File: config.mk
export PLATFORM = sky130hd
export DESIGN_NAME = serial_subtractor_flat
export DESIGN_NICKNAME = d
export VERILOG_FILES = /design/src/rtl/serial_sub_pkg.sv /design/src/rtl/serial_subtractor_if.sv /design/src/rtl/full_subtractor.sv /design/src/rtl/serial_subtractor.sv /design/src/flat_wrapper.sv
export SDC_FILE = /design/constraint.sdc
export NUM_CORES = 1
export LEC_CHECK = 0
export ABC_AREA = 1
export BUFFER_PORTS_ARGS = -buffer_cell sky130_fd_sc_hd__buf_2
export CAP_MARGIN = 20
export CORE_MARGIN = 10
export CORE_UTILIZATION = 58
export DETAILED_ROUTE_END_ITERATION = 12
export PLACE_DENSITY = 0.92
export SLEW_MARGIN = 20
export SYNTH_ARGS = -nofsm -noshare
export SYNTH_HDL_FRONTEND = slang
export SYNTH_SLANG_ARGS = --single-unit
File: constraint.sdc
create_clock -name clk -period 3.2 [get_ports clk]
set_input_delay 0.64 -clock clk [delete_from_list [all_inputs] [get_ports clk]]
set_output_delay 0.64 -clock clk [all_outputs]
set_load 0.01 [all_outputs]
File: src/rtl/serial_sub_pkg.sv
// Shared types and defaults for the bit-serial subtractor.
package serial_sub_pkg;

  localparam int unsigned DefaultW = 4;

  // 2'b11 is unused and falls back to StIdle in the FSM.
  typedef enum logic [1:0] {
    StIdle  = 2'b00,
    StShift = 2'b01,
    StDone  = 2'b10
  } state_e;

endpackage

File: src/rtl/serial_subtractor_if.sv
// Request/result bundle between a requester and the serial subtractor.
interface serial_subtractor_if
  import serial_sub_pkg::*;
#(
  parameter int unsigned W = DefaultW
);

  logic         start;
  logic [W-1:0] a;
  logic [W-1:0] b;
  logic         bin;
  logic         busy;
  logic         done;
  logic [W-1:0] d;
  logic         bout;

  modport master (
    output start, a, b, bin,
    input  busy, done, d, bout
  );

  modport slave (
    input  start, a, b, bin,
    output busy, done, d, bout
  );

endinterface

File: src/rtl/full_subtractor.sv
// One-bit full subtractor: d = a - b - bin, with borrow out.
module full_subtractor (
  input  logic a_i,
  input  logic b_i,
  input  logic bin_i,
  output logic d_o,
  output logic bout_o
);

  always_comb begin
    d_o    = a_i ^ b_i ^ bin_i;
    bout_o = (~a_i & b_i) | (~(a_i ^ b_i) & bin_i);
  end

endmodule

File: src/rtl/serial_subtractor.sv
// Bit-serial W-bit subtractor, LSB first, behind a start/busy/done handshake.
module serial_subtractor
  import serial_sub_pkg::*;
#(
  parameter int unsigned W  = DefaultW,
  parameter int unsigned CW = $clog2(W)
) (
  input  logic               clk,
  input  logic               rst_n,
  serial_subtractor_if.slave bus
);

  state_e         state_q;
  logic [W-1:0]   a_sh_q;
  logic [W-1:0]   b_sh_q;
  logic [W-1:0]   r_sh_q;
  logic [W-1:0]   r_sh_nxt;
  logic [W-1:0]   d_q;
  logic [CW-1:0]  cnt_q;
  logic           brw_q;
  logic           bout_q;
  logic           busy_q;
  logic           done_q;
  logic           dbit;
  logic           nb;

  full_subtractor u_fs (
    .a_i    (a_sh_q[0]),
    .b_i    (b_sh_q[0]),
    .bin_i  (brw_q),
    .d_o    (dbit),
    .bout_o (nb)
  );

  // New difference bit enters at the MSB; after W shifts bit 0 sits at d[0].
  always_comb begin
    r_sh_nxt = (r_sh_q >> 1) | {dbit, {(W-1){1'b0}}};
  end

  always_ff @(posedge clk or negedge rst_n) begin
    if (!rst_n) begin
      state_q <= StIdle;
      a_sh_q  <= '0;
      b_sh_q  <= '0;
      r_sh_q  <= '0;
      d_q     <= '0;
      cnt_q   <= '0;
      brw_q   <= 1'b0;
      bout_q  <= 1'b0;
      busy_q  <= 1'b0;
      done_q  <= 1'b0;
    end else begin
      case (state_q)
        StIdle: begin
          done_q <= 1'b0;
          if (bus.start) begin
            a_sh_q  <= bus.a;
            b_sh_q  <= bus.b;
            brw_q   <= bus.bin;
            cnt_q   <= '0;
            busy_q  <= 1'b1;
            state_q <= StShift;
          end
        end
        StShift: begin
          r_sh_q <= r_sh_nxt;
          a_sh_q <= a_sh_q >> 1;
          b_sh_q <= b_sh_q >> 1;
          brw_q  <= nb;
          cnt_q  <= cnt_q + CW'(1);
          if (cnt_q == CW'(W - 1)) begin
            d_q     <= r_sh_nxt;
            bout_q  <= nb;
            done_q  <= 1'b1;
            state_q <= StDone;
          end
        end
        StDone: begin
          done_q  <= 1'b0;
          busy_q  <= 1'b0;
          state_q <= StIdle;
        end
        default: begin
          done_q  <= 1'b0;
          busy_q  <= 1'b0;
          state_q <= StIdle;
        end
      endcase
    end
  end

  assign bus.busy = busy_q;
  assign bus.done = done_q;
  assign bus.d    = d_q;
  assign bus.bout = bout_q;

endmodule

File: src/flat_wrapper.sv
// flat-port wrapper written by rule: the top's interface ports become plain ports
module serial_subtractor_flat import serial_sub_pkg::*;
#(
  parameter int unsigned W  = DefaultW,
  parameter int unsigned CW = $clog2(W)
)
  (clk, rst_n, bus_start, bus_a, bus_b, bus_bin, bus_busy, bus_done, bus_d, bus_bout);
  serial_subtractor_if #(.W(W)) bus_i ();
  input  logic clk;
  input  logic rst_n;
  input wire logic [$bits(bus_i.start)-1:0] bus_start;
  input wire logic [$bits(bus_i.a)-1:0] bus_a;
  input wire logic [$bits(bus_i.b)-1:0] bus_b;
  input wire logic [$bits(bus_i.bin)-1:0] bus_bin;
  output wire logic [$bits(bus_i.busy)-1:0] bus_busy;
  output wire logic [$bits(bus_i.done)-1:0] bus_done;
  output wire logic [$bits(bus_i.d)-1:0] bus_d;
  output wire logic [$bits(bus_i.bout)-1:0] bus_bout;
  assign bus_i.start = bus_start;
  assign bus_i.a = bus_a;
  assign bus_i.b = bus_b;
  assign bus_i.bin = bus_bin;
  assign bus_busy = bus_i.busy;
  assign bus_done = bus_i.done;
  assign bus_d = bus_i.d;
  assign bus_bout = bus_i.bout;
  serial_subtractor #(.W(W), .CW(CW)) u_core (.clk(clk), .rst_n(rst_n), .bus(bus_i));
endmodule
# ---- Word-level counts from Yosys, hierarchy flattened
# Cells that the tools add are included.
dict set report totals {
  regBits 24
  out_inout_bits 7
  word_cells 45
}
dict set report op_classes {
  n_addsub 1
  eq_ne 4
  n_mux 15
  bitwise 9
  reduce_logical 6
}
# op n
set ops {}
lappend ops {{4-bit one-hot mux with 2 select lines} 2}
lappend ops {{4-bit 2-to-1 mux} 2}
lappend ops {{2-bit one-hot mux with 2 select lines} 2}
lappend ops {{2-bit AND reduction} 4}
lappend ops {{2-bit 2-to-1 mux} 3}
lappend ops {{1-bit 2-to-1 mux} 4}
lappend ops {{3-bit by 4-bit bitwise OR with 4-bit output} 1}
lappend ops {{1-bit one-hot mux with 2 select lines} 2}
lappend ops {{1-bit inverter} 3}
lappend ops {{2-bit by 1-bit adder with 2-bit output (second input constant)} 1}
lappend ops {{1-bit bitwise AND} 2}
lappend ops {{2-bit by 1-bit equality test with 1-bit output (second input constant)} 1}
lappend ops {{2-bit equality test (second input constant)} 1}
lappend ops {{2-bit logical NOT} 1}
lappend ops {{2-bit by 1-bit != test with 1-bit output (second input constant)} 1}
lappend ops {{2-bit != test (second input constant)} 1}
lappend ops {{2-bit nonzero test} 1}
lappend ops {{1-bit XOR} 2}
lappend ops {{1-bit bitwise OR} 1}

# ---- Longest topological paths before layout
dict set report depth {
  word_depth 5
  depth_mapped 7
  depth_no_buf 6
}

# ---- Modules after synthesis
# Synthesis repeated with hierarchy kept, for this count alone.
dict set report unflattened {
  cells_unflattened 124
  hier_area_um2 1119.8
}
# mod n_inst cells_each area_per_inst_um2 seq_area_each_um2
set by_module_without_submodules {}
lappend by_module_without_submodules {serial_subtractor 1 120 1088.5 575.6}
lappend by_module_without_submodules {full_subtractor 1 4 31.3 0.0}

# ---- Least setup slack after synthesis
# OpenSTA, ideal clock, no wires.
dict set report synth_timing {
  kind {reg-to-reg}
  from {reg u_core.a_sh_q[0]}
  to {reg u_core.brw_q}
  t_arrival_ns 1.022
  setup_slack_ns 2.060
  stages_incl_launch_ff 7
  n_path_buf 0
  period_less_slack_ns 1.140
  cell_sequence {dfrtp_1 > inv_1 > fa_1 > inv_1 > nand3_1 > nand3_1 > nand2_1}
}
dict set report synth_via {
  elab_chain_len 5
}
# item line_no
set synth_rtl {}
lappend synth_rtl {{start: declaration} serial_subtractor.sv:14} ;# logic [W-1:0] a_sh_q;
lappend synth_rtl {{start signal: assignment} serial_subtractor.sv:57} ;# a_sh_q <= bus.a;
lappend synth_rtl {{start signal: assignment} serial_subtractor.sv:67} ;# a_sh_q <= a_sh_q >> 1;
lappend synth_rtl {{1-bit XOR} full_subtractor.sv:12} ;# bout_o = (~a_i & b_i) | (~(a_i ^ b_i) & bin_i);
lappend synth_rtl {{1-bit inverter} full_subtractor.sv:12}
lappend synth_rtl {{1-bit bitwise AND} full_subtractor.sv:12}
lappend synth_rtl {{1-bit bitwise OR (*)} full_subtractor.sv:12}
lappend synth_rtl {{via u_core.nb} serial_subtractor.sv:25} ;# logic nb;
lappend synth_rtl {{1-bit one-hot mux with 2 select lines (*)} serial_subtractor.sv:53} ;# case (state_q)
lappend synth_rtl {{end signal: assignment} serial_subtractor.sv:59} ;# brw_q <= bus.bin;
lappend synth_rtl {{end signal: assignment} serial_subtractor.sv:69} ;# brw_q <= nb;
lappend synth_rtl {{end: declaration} serial_subtractor.sv:20} ;# logic brw_q;
# Mark *: on every way through the listed nets, which the timed path passes. The rest lies on a longest branch.
# A chain may end at the register's enable or synchronous reset.

# ---- Worst setup path in the final report
dict set report layout_timing {
  from {reg u_core.bout_q (netlist: u_core.bus.bout)}
  to {out bus_bout}
}
# item line_no
set layout_lines {}
lappend layout_lines {{start: declaration} serial_subtractor.sv:21} ;# logic bout_q;
lappend layout_lines {{start signal: assignment} serial_subtractor.sv:73} ;# bout_q <= nb;
lappend layout_lines {{end: declaration} flat_wrapper.sv:18} ;# output wire logic [$bits(bus_i.bout)-1:0] bus_bout;
# No word-level cell between the ends.

==> out/summary.txt <==
core occupancy in the finished layout = 0.688
warnings from Yosys = 0
Post-Place Cells = 161
DRC violations left = 0
Boundary Pins = 19
number of H-tree levels = 1
effective utilization at floorplan = 0.628
top fanout value on the critical path = 2
launch point of the worst reg-to-reg path = u_core.state_q[0]
setup clock skew after layout = 0.00155 ns
number of antenna violations at the first check in global routing = 0
CP Cell Sequence = buf_2
post-synthesis share of cell area spent on full adders, half adders and majority gates = 0.0293
slowest library cell on the worst path = dfrtp_1
part of the Yosys area used for sequential elements = 0.519
setup TNS after final layout = 0 ns
register-to-register setup slack = 1.87 ns
Detailed Routing Iterations Pass 1 = 4
share of layout cells above drive strength 1 = 0.264
half-perimeter wire length after placement = 1490 um
routed wire length = 2040 um
post-route antenna net violation count = 0
post-synthesis instance area = 1110 um^2
via count of the first global-routing pass = 792
final antenna diode count = 0
FF+latch count, synth = 23
number of nets in the finished design = 155
Final setup viols = 0
post-CTS setup buffers = 0
Static Leak = 0.666 nW
number of sinks on the clock net = 23
number of buffer cells added on primary ports = 18
post-route clock period utilization = 0.464
count of unique library cells instantiated by Yosys = 20
Final Critical Period = 1.48 ns
register cell area after layout = 576 um^2
max cap viols = 0
worst stage delay on the critical path = 0.40 ns
GRT overflow = 0
remaining max-slew budget at the tightest pin = 0.633
unrepaired setup endpoints after global routing = no
per-cell routed wire length = 12.3 um
clock tree from TritonCTS = yes
Core Box Area = 1760 um^2
Pwr Density = 982 nW/um^2
detail-routed via count per cell = 4.92
total clock buffers created by CTS = 3
Final Instance Count excl. Fillers = 165
cell count after synthesis = 121
share of cell area taken by muxes after synthesis = 0
growth of design area from synthesis to finish = 9.48%
length in cells of the worst reg-to-reg path = 4
type of the setup path with the least slack = register to primary output
number of max-slew violations in the final report = 0
filler cell count = 157
clk root buf = clkbuf_4
number of enable flip-flop cells after synthesis = 0
initial DRC count = 19
clock latency on the worst-skew pair = 0.31 ns
element type at the critical path end = primary output
commonest cells in the synthesized netlist = nand2_1 (26), dfrtp_1 (23), nand3_1 (22)
average size of a mapped cell = 9.16 um^2
RR Endpoint = u_core.b_sh_q[2]
synth top area cells = dfrtp_1 (52%), nand3_1 (9.9%), nand2_1 (8.8%), inv_1 (6.1%), nand2_2 (2.8%)
type of the tightest min-delay check = input port to async pin
Die Area = 4060 um^2
final count of hold timing violations = 0
worst path bufs/invs = 1
dominant cell by count in the synthesized netlist = nand2_1
wire length of the first global-routing pass = 3550 um
Arr. time, crit path = 0.84 ns
result of the run = completed
area of the multi-input gates = 409 um^2
fraction of the mapped netlist area in compound gates = 0.0598
clock input transition at the sequential cells of the worst setup and hold paths = 0.12 ns
nature of the critical path startpoint = register
Data required, critical path = 2.56 ns
via count of the routed design = 812
largest net degree at the start of global routing = 25
slew of the pin with the lowest slew margin = 0.550 ns
cts repair resizes = 0
vertical die dimension = 63.7 um
post-synthesis share of cell area spent on xor and xnor gates = 0
final worst hold slack = 0.278 ns
share of flip-flops with an asynchronous set or reset after synthesis = 1.00
area fraction in and, or, nand and nor cells after synthesis = 0.280
cts-stage hold buffer count = 0
predominant post-synthesis flop cell = dfrtp_1
horizontal extent of the die = 63.7 um
row count = 15
Largest delay share family, worst path = flip-flops
area share of the leading cell type in the synthesized netlist = 0.519
RePlAce Congestion = 0.788
maximum frequency from static timing analysis = 0.674 GHz
largest buffer count on any clock path = 2
Post-Syn Nets = 135
GRT Util Overall = 0.108
Yosys top cell by area = dfrtp_1
Peak VDD IR = 0.550 mV
main combinational cell family by area after synthesis = simple AND/OR/NAND/NOR gates
-- per-layer routing --
metal,global-route usage,part of all wire
met3,0.0300,0.058
met2,0.196,0.50
met1,0.114,0.43
met4,0.0410,0.012
met5,0,0
-- stage by stage --
| step | setup WS [ns] | power (mW) | area (um^2) |
|---|---|---|---|
| floorplan | 2.06 | 0.983 | 1110 |
| global placement | 1.95 | 1.04 | 1190 |
| detailed placement | 1.90 | 1.07 | 1190 |
| CTS | 1.70 | 1.20 | 1210 |
| global route | 1.67 | 1.31 | 1210 |
| finish | 1.72 | 1.19 | 1210 |
-- layout by cell type (no fill, tap or decap), drive strengths merged --
cell type / n
buf: 18
ha: 1
dfrtp: 23
nor2: 5
o21ai: 10
a21oi: 1
clkbuf: 4
inv: 21
fa: 1
nand3: 22
nand2: 34
-- area by class of cell --
class,count,area share
clock buffers,4,0.0216
inverters,21,0.0670
multi-input cells,74,0.337
flip-flops and latches,23,0.474
well taps,25,0.0258
repair buffers,18,0.0742
-- logic make-up after synthesis --
| group | after synthesis |
|---|---|
| buf+inv | 24 |
| compound gates | 11 |
| fa+ha+maj | 2 |
| flops | 23 |
| simple gates | 61 |
-- flip-flops by register name, indices dropped and copies added, names as in the netlist --
register / count
u_core.bus.d: 4
u_core.bus.done: 1
u_core.bus.busy: 1
u_core.brw_q: 1
u_core.state_q: 2
u_core.a_sh_q: 4
u_core.bus.bout: 1
u_core.r_sh_q: 3
u_core.cnt_q: 2
u_core.b_sh_q: 4
-- report_power, final --
group	switching [mW]	total, mW	internal [mW]
clock network	0.0824	0.131	0.0487
registers	0.105	0.529	0.423
logic	0.326	0.532	0.206
-- worst max path at each step --
stage                            from                to  slack [ns]  cells past startpoint
floorplan            u_core.a_sh_q[0]      u_core.brw_q        2.06                      6
global placement    u_core.state_q[0]   u_core.bus.d[3]        1.95                      5
detailed placement          bus_start  u_core.b_sh_q[2]        1.90                      5
CTS                   u_core.bus.done          bus_done        1.70                      1
global route          u_core.bus.busy          bus_busy        1.67                      1
finish                u_core.bus.bout          bus_bout        1.72                      1
Power figures use the tool's default switching activity.
